<file path="src/rtl/writeback_result_mux_if.sv">
// Bundle of write-back descriptor, load-response and register-file write signals.
// master = upstream datapath / memory side, slave = writeback_result_mux.
interface writeback_result_mux_if #(
  parameter int unsigned DATA_W     = 32,
  parameter int unsigned REG_ADDR_W = 5
);
  logic                  wb_valid;
  logic                  wb_ready;
  logic [1:0]            wb_src;
  logic                  wb_reg_write;
  logic [REG_ADDR_W-1:0] wb_rd;
  logic [DATA_W-1:0]     alu_result;
  logic [DATA_W-1:0]     pc_plus4;
  logic [2:0]            load_funct3;
  logic [1:0]            mem_addr_lo;
  logic                  mem_rvalid;
  logic [DATA_W-1:0]     mem_rdata;
  logic                  rf_we;
  logic [REG_ADDR_W-1:0] rf_waddr;
  logic [DATA_W-1:0]     rf_wdata;
  logic                  wb_err;

  modport master (
    output wb_valid, wb_src, wb_reg_write, wb_rd, alu_result, pc_plus4, load_funct3,
           mem_addr_lo, mem_rvalid, mem_rdata,
    input  wb_ready, rf_we, rf_waddr, rf_wdata, wb_err
  );

  modport slave (
    input  wb_valid, wb_src, wb_reg_write, wb_rd, alu_result, pc_plus4, load_funct3,
           mem_addr_lo, mem_rvalid, mem_rdata,
    output wb_ready, rf_we, rf_waddr, rf_wdata, wb_err
  );
endinterface

</file>
<file path="src/rtl/writeback_result_mux.sv">
// Write-back selector: ALU / load / PC+4 result to one registered register-file write pulse.
// Define WB_TIMEOUT_EN to abort loads whose response takes longer than MEM_TIMEOUT cycles.
module writeback_result_mux #(
  parameter int unsigned DATA_W      = 32,
  parameter int unsigned REG_ADDR_W  = 5,
  parameter int unsigned MEM_TIMEOUT = 15
) (
  input logic                   clk,
  input logic                   reset,
  writeback_result_mux_if.slave bus
);

  typedef enum logic [0:0] {StIdle, StWaitMem} state_e;

  state_e                state_q, state_d;
  logic [REG_ADDR_W-1:0] ld_rd_q, ld_rd_d;
  logic                  ld_we_q, ld_we_d;
  logic [2:0]            ld_f3_q, ld_f3_d;
  logic [1:0]            ld_off_q, ld_off_d;
  logic                  rf_we_q, rf_we_d;
  logic [REG_ADDR_W-1:0] rf_waddr_q, rf_waddr_d;
  logic [DATA_W-1:0]     rf_wdata_q, rf_wdata_d;
  logic                  wb_err_q, wb_err_d;

  logic                  load_ok;
  logic [7:0]            byte_lane;
  logic [15:0]           half_lane;
  logic [DATA_W-1:0]     load_data;

`ifdef WB_TIMEOUT_EN
  localparam logic [7:0] CntLast = 8'(MEM_TIMEOUT - 1);
  logic [7:0] cnt_q, cnt_d;
`else
  logic unused_timeout;
  assign unused_timeout = ^8'(MEM_TIMEOUT);
`endif

  // Legal load type and natural alignment, checked before committing to a wait.
  always_comb begin
    case (bus.load_funct3)
      3'b000, 3'b100: load_ok = 1'b1;
      3'b001, 3'b101: load_ok = ~bus.mem_addr_lo[0];
      3'b010:         load_ok = (bus.mem_addr_lo == 2'b00);
      default:        load_ok = 1'b0;
    endcase
  end

  always_comb begin
    byte_lane = bus.mem_rdata[{ld_off_q, 3'b000} +: 8];
    half_lane = bus.mem_rdata[{ld_off_q[1], 4'b0000} +: 16];
    case (ld_f3_q)
      3'b000:  load_data = {{(DATA_W-8){byte_lane[7]}}, byte_lane};
      3'b001:  load_data = {{(DATA_W-16){half_lane[15]}}, half_lane};
      3'b100:  load_data = {{(DATA_W-8){1'b0}}, byte_lane};
      3'b101:  load_data = {{(DATA_W-16){1'b0}}, half_lane};
      default: load_data = bus.mem_rdata;
    endcase
  end

  always_comb begin
    state_d    = state_q;
    ld_rd_d    = ld_rd_q;
    ld_we_d    = ld_we_q;
    ld_f3_d    = ld_f3_q;
    ld_off_d   = ld_off_q;
    rf_we_d    = 1'b0;
    rf_waddr_d = rf_waddr_q;
    rf_wdata_d = rf_wdata_q;
    wb_err_d   = 1'b0;
`ifdef WB_TIMEOUT_EN
    cnt_d      = cnt_q;
`endif
    unique case (state_q)
      StIdle: begin
        if (bus.wb_valid) begin
          case (bus.wb_src)
            2'b00, 2'b10: begin
              // x0 targets still update addr/data, only the enable is suppressed.
              if (bus.wb_reg_write) begin
                rf_we_d    = (bus.wb_rd != '0);
                rf_waddr_d = bus.wb_rd;
                rf_wdata_d = bus.wb_src[1] ? bus.pc_plus4 : bus.alu_result;
              end
            end
            2'b01: begin
              if (load_ok) begin
                ld_rd_d  = bus.wb_rd;
                ld_we_d  = bus.wb_reg_write;
                ld_f3_d  = bus.load_funct3;
                ld_off_d = bus.mem_addr_lo;
                state_d  = StWaitMem;
`ifdef WB_TIMEOUT_EN
                cnt_d    = '0;
`endif
              end else begin
                wb_err_d = 1'b1;
              end
            end
            default: wb_err_d = 1'b1;
          endcase
        end
      end
      StWaitMem: begin
        // A response on the final allowed cycle takes priority over the timeout.
        if (bus.mem_rvalid) begin
          if (ld_we_q) begin
            rf_we_d    = (ld_rd_q != '0);
            rf_waddr_d = ld_rd_q;
            rf_wdata_d = load_data;
          end
          state_d = StIdle;
        end else begin
`ifdef WB_TIMEOUT_EN
          if (cnt_q == CntLast) begin
            wb_err_d = 1'b1;
            state_d  = StIdle;
          end else begin
            cnt_d = cnt_q + 8'd1;
          end
`endif
        end
      end
    endcase
  end

  always_ff @(posedge clk) begin
    if (!reset) begin
      state_q    <= StIdle;
      ld_rd_q    <= '0;
      ld_we_q    <= 1'b0;
      ld_f3_q    <= '0;
      ld_off_q   <= '0;
      rf_we_q    <= 1'b0;
      rf_waddr_q <= '0;
      rf_wdata_q <= '0;
      wb_err_q   <= 1'b0;
`ifdef WB_TIMEOUT_EN
      cnt_q      <= '0;
`endif
    end else begin
      state_q    <= state_d;
      ld_rd_q    <= ld_rd_d;
      ld_we_q    <= ld_we_d;
      ld_f3_q    <= ld_f3_d;
      ld_off_q   <= ld_off_d;
      rf_we_q    <= rf_we_d;
      rf_waddr_q <= rf_waddr_d;
      rf_wdata_q <= rf_wdata_d;
      wb_err_q   <= wb_err_d;
`ifdef WB_TIMEOUT_EN
      cnt_q      <= cnt_d;
`endif
    end
  end

  assign bus.wb_ready = (state_q == StIdle) && reset;
  assign bus.rf_we    = rf_we_q;
  assign bus.rf_waddr = rf_waddr_q;
  assign bus.rf_wdata = rf_wdata_q;
  assign bus.wb_err   = wb_err_q;

endmodule
</file>
<file path="src/flat_wrapper.sv">
// flat-port wrapper written by rule: the top's interface ports become plain ports
module writeback_result_mux_flat 
#(
  parameter int unsigned DATA_W      = 32,
  parameter int unsigned REG_ADDR_W  = 5,
  parameter int unsigned MEM_TIMEOUT = 15
)
  (clk, reset, bus_wb_valid, bus_wb_src, bus_wb_reg_write, bus_wb_rd, bus_alu_result, bus_pc_plus4, bus_load_funct3, bus_mem_addr_lo, bus_mem_rvalid, bus_mem_rdata, bus_wb_ready, bus_rf_we, bus_rf_waddr, bus_rf_wdata, bus_wb_err);
  writeback_result_mux_if #(.DATA_W(DATA_W), .REG_ADDR_W(REG_ADDR_W)) bus_i ();
  input logic clk;
  input logic reset;
  input wire logic [$bits(bus_i.wb_valid)-1:0] bus_wb_valid;
  input wire logic [$bits(bus_i.wb_src)-1:0] bus_wb_src;
  input wire logic [$bits(bus_i.wb_reg_write)-1:0] bus_wb_reg_write;
  input wire logic [$bits(bus_i.wb_rd)-1:0] bus_wb_rd;
  input wire logic [$bits(bus_i.alu_result)-1:0] bus_alu_result;
  input wire logic [$bits(bus_i.pc_plus4)-1:0] bus_pc_plus4;
  input wire logic [$bits(bus_i.load_funct3)-1:0] bus_load_funct3;
  input wire logic [$bits(bus_i.mem_addr_lo)-1:0] bus_mem_addr_lo;
  input wire logic [$bits(bus_i.mem_rvalid)-1:0] bus_mem_rvalid;
  input wire logic [$bits(bus_i.mem_rdata)-1:0] bus_mem_rdata;
  output wire logic [$bits(bus_i.wb_ready)-1:0] bus_wb_ready;
  output wire logic [$bits(bus_i.rf_we)-1:0] bus_rf_we;
  output wire logic [$bits(bus_i.rf_waddr)-1:0] bus_rf_waddr;
  output wire logic [$bits(bus_i.rf_wdata)-1:0] bus_rf_wdata;
  output wire logic [$bits(bus_i.wb_err)-1:0] bus_wb_err;
  assign bus_i.wb_valid = bus_wb_valid;
  assign bus_i.wb_src = bus_wb_src;
  assign bus_i.wb_reg_write = bus_wb_reg_write;
  assign bus_i.wb_rd = bus_wb_rd;
  assign bus_i.alu_result = bus_alu_result;
  assign bus_i.pc_plus4 = bus_pc_plus4;
  assign bus_i.load_funct3 = bus_load_funct3;
  assign bus_i.mem_addr_lo = bus_mem_addr_lo;
  assign bus_i.mem_rvalid = bus_mem_rvalid;
  assign bus_i.mem_rdata = bus_mem_rdata;
  assign bus_wb_ready = bus_i.wb_ready;
  assign bus_rf_we = bus_i.rf_we;
  assign bus_rf_waddr = bus_i.rf_waddr;
  assign bus_rf_wdata = bus_i.rf_wdata;
  assign bus_wb_err = bus_i.wb_err;
  writeback_result_mux #(.DATA_W(DATA_W), .REG_ADDR_W(REG_ADDR_W), .MEM_TIMEOUT(MEM_TIMEOUT)) u_core (.clk(clk), .reset(reset), .bus(bus_i));
endmodule
</file>
<file path="config.mk">
export PLATFORM = sky130hd
export DESIGN_NAME = writeback_result_mux_flat
export DESIGN_NICKNAME = d
export VERILOG_FILES = /design/src/rtl/writeback_result_mux_if.sv /design/src/rtl/writeback_result_mux.sv /design/src/flat_wrapper.sv
export SDC_FILE = /design/constraint.sdc
export NUM_CORES = 1
export LEC_CHECK = 0
export CAP_MARGIN = 20
export CORE_AREA = 2 2 84 94
export DETAILED_ROUTE_END_ITERATION = 7
export DIE_AREA = 0 0 86 96
export PLACE_DENSITY = 0.82
export SYNTH_ARGS = -nofsm -noshare
export SYNTH_HDL_FRONTEND = slang
export SYNTH_SLANG_ARGS = --single-unit
export TNS_END_PERCENT = 50
</file>
<file path="constraint.sdc">
create_clock -name clk -period 5.7 [get_ports clk]
set_clock_uncertainty 0.1 [all_clocks]
set_input_delay 0.57 -clock clk [delete_from_list [all_inputs] [get_ports clk]]
set_output_delay 0.57 -clock clk [all_outputs]
set_load 0.05 [all_outputs]
</file>
==> impl_results.md <==
* Placed cell areas at 4710 µm²
* Slew HR at 0.384
* Post-synth top flop: dfxtp_1
* Largest net degree at the start of global routing at 66
* RSZ-0062 raised after global routing: no
* CP Class: input port to output pin
* R2R depth at 4
* Post-Syn Area at 3200 µm²
* Status: complete, no violations
* Critical path peak fanout at 28
* Final setup violation count at 0
* GRT overflow at 0
* Die width at roughly 86 µm
* CTS tree: built
* Num CTS Buffers at 5
* PwrDens at 179 nW/µm²
* Synth Warn # at 0
* Crit end category: output pin
* Fin area at between 4000 and 5000 µm²
* CTS Sinks at 51
* Net Count, Synth at 475
* Largest family of logic cells by synthesized area: compound AO/OA/AOI/OAI gates
* Final period util at 0.646
* Antenna violations before repair at 0
* Drt via density at 5.89
* Xor/xnor share of the synthesized area at 0
* IO Port Bufs at 152
* Layout cell share with drive strength beyond 1 at 0.0835
* Post-DP HPWL at slightly below 8000 µm
* GRT Overall Usage at 0.253
* Starting Density at 0.438
* Post-route setup TNS at 0 ns
* Post-cts resize count at 0
* Post-CTS setup buffer count at 0
* DRT iter0 DRCs at 303
* First-pass GRT wire length at 16500 µm
* Flop2flop setup slack at 2.84 ns
* GP Congestion at 0.866
* Hold EP: u_core.bus.rf_wdata[17]$_SDFFE_PN0P_
* Hold-critical path depth at 2
* Max clock buf depth at 2
* Die ar. at between 8000 and 9000 µm²
* Crit Reg-Reg Startpoint: u_core.state_q$_SDFF_PN0_
* # DRC at 0
* Post-synthesis simple-gate area fraction at 0.195
* Syn_area_per_cell at 8.84 µm²
* Root buf cell: clkbuf_8
* Max Clock Freq at 271 MHz
* Max_cap viols at 0
* Hold_buf cts at 0
* Clock slew at reported path FFs at 0.09 ns
* Startpoint class of the critical path: input port
* Setup ws final at 2.02 ns
* Sequential share of the synthesized area at 0.319
* Latest clock arrival within the worst-skew pair at just over 0.3 ns
* Register bit count reported by yosys at 51
* Final Hold Vio Count at 0
* Tot Pwr at ~860 µW
* Max-slew violations at 0
* Crit path time final at 3.68 ns
* Routed via count at about 3400
* Nets@finish at about 600
* Worst hold start: u_core.bus.rf_wdata[17]$_SDFFE_PN0P_
* Place WS at between 2 and 2.5 ns
* Min-Delay Path Class: flop to flop
* Area growth, synth to finish at 50.3%
* Mux share of post-synthesis cell area at 0.0845
* First-pass DRT Iterations at 4
* Chip Height at 96 µm
* RR Endpoint: u_core.bus.rf_wdata[27]$_SDFFE_PN0P_
* Post-synthesis compound-gate area fraction at 0.339
* Adder-Cell Fraction of Synth Area at 0
* # IOs at 153
* Peak supply drop at ~0.11 mV
* H-Tree Depth at 2
* Avg WL per Cell at 18.4 µm
* Crit path DAT at 3.01 ns
* Drt total wl at about 11000 µm
* FP Rows at 33
* EDFF count, synth at 0
* Worst Tran Pin Value at 0.924 ns
* Core ar. at 7310 µm²
* Routed Antenna Nets at 0
* Library cells used by synthesis at 46
* Asr flop ratio synth at 0
* Antenna cells at 0
* Vias in the first global route at roughly 3300
* Hold slack final at 0.377 ns
* Req. time, crit path at 5.03 ns
* Leakage power at 0.00165 µW
* Mapped Cells at 362
[Yosys cell counts, types with 2 or more instances]
cell type | n | area, µm²
a22oi_1 | 8 | 60.1
buf_2 | 10 | 50.1
inv_1 | 4 | 15.0
dfxtp_1 | 51 | 1020
a21oi_1 | 11 | 55.1
a211oi_2 | 10 | 125
nand3_1 | 24 | 120
o221ai_1 | 6 | 52.6
a2111oi_0 | 8 | 70.1
o21ai_1 | 2 | 10.0
a22o_1 | 8 | 70.1
buf_1 | 2 | 7.51
nor2b_1 | 32 | 200
mux2i_1 | 18 | 180
o21ai_0 | 3 | 15.0
inv_2 | 2 | 7.51
a2111oi_2 | 8 | 120
nor2_1 | 35 | 131
o2111ai_1 | 7 | 61.3
buf_6 | 2 | 22.5
o211ai_1 | 6 | 45.0
or4_1 | 2 | 15.0
nand2b_1 | 10 | 62.6
clkbuf_1 | 23 | 86.3
a211oi_1 | 28 | 210
mux2_1 | 6 | 67.6
o31ai_1 | 17 | 128
[how the worst max path moves through the flow]
stage                               to   from  slack [ns]  cells past startpoint
after floorplan           bus_wb_ready  reset        3.19                      3
after global placement    bus_wb_ready  reset        2.12                      5
after detailed placement  bus_wb_ready  reset        2.05                      5
after CTS                 bus_wb_ready  reset        2.05                      5
after global routing      bus_wb_ready  reset        1.86                      5
final                     bus_wb_ready  reset        2.02                      5
[routing by layer]
| metal | vias to the layer above | part of all wire | routed length [µm] | GRT usage |
|---|---|---|---|---|
| met5 | - | 0 | 0 | 0 |
| li1 | 1646 | - | - | - |
| met1 | 1603 | 0.43 | 4590 | 0.328 |
| met4 | 0 | 0.018 | 191 | 0.0754 |
| met3 | 15 | 0.064 | 682 | 0.0352 |
| met2 | 143 | 0.49 | 5180 | 0.435 |
[critical path, stage by stage]
cell	delay, ns
clkdlybuf4s50_1	0.46
buf_4	0.30
inv_2	0.29
nor2_1	0.48
clkdlybuf4s50_1	0.90
[placed cells by master (no fill, tap or decap), types with 7 or more instances in the layout]
cell,count
a21oi_1,11
dfxtp_1,51
o31ai_1,17
nand2b_1,10
a2111oi_0,8
mux2i_1,18
clkdlybuf4s50_1,151
a211oi_2,10
a22oi_1,8
a2111oi_2,8
o2111ai_1,7
nor2_1,34
a22o_1,8
nand3_1,24
nor2b_1,32
a211oi_1,28
[kinds of logic (layout without fill, tap and decap cells)]
family,after synthesis,count (layout)
and+or+nand+nor,114,114
buffers and inverters,45,174
AOI/OAI and AO/OA,127,127
DFF,51,51
muxes,25,25
[cell type report]
cell class	instances	area, µm²
clock inverters	3	26.3
clock buffers	5	68.8
inverters	7	26.3
fillers	598	2500
well taps	87	109
multi-input cells	266	1980
repair buffers	159	1580
flip-flops and latches	51	1020
[per-stage QoR]
| stage | utilization | cells |
|---|---|---|
| after detailed placement | 0.645 | 570 |
| after CTS | 0.658 | 578 |
| after global routing | 0.658 | 578 |
| after global placement | 0.643 | 569 |
| final | 0.658 | 578 |
| after floorplan | - | 362 |
[sequential cells by signal (all words and copies together), names as in the netlist]
| name | flops |
|---|---|
| u_core.bus.rf_waddr | 5 |
| u_core.bus.rf_wdata | 32 |
| u_core.bus.rf_we | 1 |
| u_core.bus.wb_err | 1 |
| u_core.ld_f3_q | 3 |
| u_core.ld_off_q | 2 |
| u_core.ld_rd_q | 5 |
| u_core.ld_we_q | 1 |
| u_core.state_q | 1 |
[power by group]
group | switching (µW) | total, µW | leakage [µW] | internal [µW]
clock | 137 | 228 | 0.0000491 | 90.7
sequential | 9.81 | 379 | 0.000415 | 370
combinational | 126 | 252 | 0.00118 | 125
total | 273 | 859 | 0.00165 | 586
Power figures use the tool's default switching activity.
==> RTL change (config.mk and constraints unchanged) <==
`rf_wdata_q` no longer has a reset.
--- a/src/rtl/writeback_result_mux.sv
+++ b/src/rtl/writeback_result_mux.sv
@@ -133,5 +133,4 @@
       rf_we_q    <= 1'b0;
       rf_waddr_q <= '0;
-      rf_wdata_q <= '0;
       wb_err_q   <= 1'b0;
 `ifdef WB_TIMEOUT_EN
@@ -146,5 +145,4 @@
       rf_we_q    <= rf_we_d;
       rf_waddr_q <= rf_waddr_d;
-      rf_wdata_q <= rf_wdata_d;
       wb_err_q   <= wb_err_d;
 `ifdef WB_TIMEOUT_EN
@@ -152,4 +150,8 @@
 `endif
     end
+  end
+
+  always_ff @(posedge clk) begin
+    rf_wdata_q <= rf_wdata_d;
   end
 
Formal check against the unedited RTL: not equivalent (a bounded check fails within 4 cycles, from zero or initial values and one cycle with reset low).
==> RTL change against the unedited design <==
Critical path depth fell by 1; setup slack improved by 0.71 ns; sequential share of layout area rose by 6.2 points; die area did not move; cell count fell by 5.9%; global-route usage fell by 1.6 points; final area rose by 1.7%; area after synthesis rose by 3.8%; combinational power fell by 7.9%; total power rose by 1.3%; routed wire length fell by 7.1%; sequential cell count did not move; critical path type unchanged.
==> RTL change: results (changes against the unedited design) <==
WORST-ENDPOINT-ARRIVAL_NS=2.30  # was 3.01 ns
GRT_PASS1_VIAS=2999  # was 3326
POWER.LEAKAGE_nW=1.72  # was 1.65 nW
ASYNC_FLOP_SHARE=0  # unchanged
NUM_ANTENNA_CELLS=0  # unchanged
FINISH.NET_COUNT=569  # was 603
SYNTH.NET_COUNT=437  # was 475
TIMING.FINAL.HOLD_VIOLATIONS=0  # unchanged
DETAILEDROUTE.FIRSTITERATIONVIOLATIONS=210  # was 303
CP_TOP_FAMILY='buffers and inverters'  # unchanged
SYNTHTOPCELLSBYAREA='edfxtp_1 29%, dfxtp_1 11%, mux2_2 11%'  # was dfxtp_1 32%, a211oi_1 6.6%, nor2b_1 6.3%
ROUTED-VIA-COUNT=3151  # was 3407
CTS-BUFFERS-INSERTED=5  # unchanged
HTREE_LEVELS=2  # unchanged
GLOBAL_ROUTE.USAGE.MET3=0.0515  # was 0.0352
PRECTSSETUPSLACK_NS=2.74  # was 2.05 ns
IR_DROP_mV=0.126  # was 0.110 mV
PLACE.GP.CONGESTION=0.834  # was 0.866
CLKTRANSATPATHREGS_NS=0.09  # about the same
SYNTH.TOP_CELLS.BY_COUNT='48 x nand2_1, 32 x edfxtp_1, 31 x mux2_2'  # was 51 x dfxtp_1, 35 x nor2_1, 32 x nor2b_1
GRT.MET2_USAGE=0.410  # was 0.435
YOSYS_WARNINGS=0  # unchanged
TIGHTESTPINTRANSITION_NS=1.04  # was 0.924 ns
SYNTH-EDFF-COUNT=32  # was 0
LAYOUT-DRIVE-GT1-SHARE=0.127  # was 0.0835
ROUTED_WIRELENGTH_MM=9.89  # was 10.6 mm
CRIT_PATH_TOP_DELAY_CELL='clkdlybuf4s50_1'  # unchanged
CRIT_PATH_MAX_FANOUT=31  # was 28
CLOCKROOTBUFFER='clkbuf_8'  # unchanged
GRT_PASS1_WL_MM=15.1  # was 16.5 mm
GRT_MAX_DEGREE=53  # was 66
LARGEST_REG_FLOPS=32  # unchanged
GR-USAGE-ALL-LAYERS=0.236  # was 0.253
YOSYS_MOST_USED_DFF='edfxtp_1'  # was dfxtp_1
DRT_FIRST_PASS_ITERS=4  # unchanged
POSTCTSRESIZEDCELLS=0  # unchanged
OUTCOME='finished, final reports clean'  # unchanged
MET1_USAGE=0.295  # was 0.328
ANTENNA_VIOLATIONS_BEFORE_REPAIR=0  # unchanged
POST_CTS_BUFFERS=0  # unchanged
CLOCK_INSERTION_DELAY_WORST_SKEW_NS=0.30
NETLIST-CELL-TYPE-COUNT=46  # unchanged
SYNTH_SEQUENTIAL_AREA_RATIO=0.404  # was 0.319
CRIT_PATH_MAX_INCR_DELAY_NS=0.82  # was 0.90 ns
CTSLONGESTPATHBUFFERS=2  # unchanged
DP.FINAL_HPWL_MM=7.38  # was 7.95 mm
MIN-DELAY-PATH-CLASS='reg -> reg'  # unchanged
NUMBER_OF_BUFFERS_ADDED_ON_PORTS=152  # unchanged
RTL change: metrics by stage:
| step | instance area, um2 | instances | power [W] |
|---|---|---|---|
| final | 4890 | 544 | 0.000870 |
| after detailed placement | 4800 | 536 | 0.000658 |
| after floorplan | 3320 | 324 | 0.000539 |
| after CTS | 4890 | 544 | 0.000874 |
| after global placement | 4800 | 536 | 0.000653 |
| after global routing | 4890 | 544 | 0.000902 |
RTL change: report_power, final:
part           internal, W  total (W)  switching, W  leakage (nW)
sequential        0.000408   0.000418    0.00000988         0.448
combinational     0.000127   0.000232      0.000105          1.23
clock            0.0000976   0.000219      0.000122        0.0492
total             0.000633   0.000870      0.000237          1.72
RTL change: tightest hold or removal path: stages, from the launching register on:
cell	delay, ns
dfxtp_1	0.32
nand2_1	0.05
mux2i_1	0.05
RTL change: logic make-up after synthesis:
kind of cell,share of synthesized area
simple gates,0.157
flops,0.404
buf+inv,0.0516
compound gates,0.190
mux,0.197
RTL change: layer usage:
layer	wire, um	up-vias
met1	3990	1480
met3	859	12
met5	0	-
li1	-	1511
met4	168	0
met2	4870	148
RTL change: final timing paths:
path	start	to	slack, ns	depth (start not counted)
max reg2reg	u_core.state_q	u_core.bus.rf_wdata[7]	3.07	2
min	u_core.ld_we_q	u_core.ld_we_q	0.37	2
min reg2reg	u_core.ld_we_q	u_core.ld_we_q	0.37	2
max	reset	bus_wb_ready	2.73	4
RTL change: final cells by class:
type                            count  area [um2]
Multi-Input combinational cell    242        1810
Inverter                            2        7.51
Tap cell                           87         109
Sequential cell                    51        1340
Clock buffer                        6        82.6
Fill cell                         593        2420
Timing Repair Buffer              154        1530
Clock inverter                      2        10.0
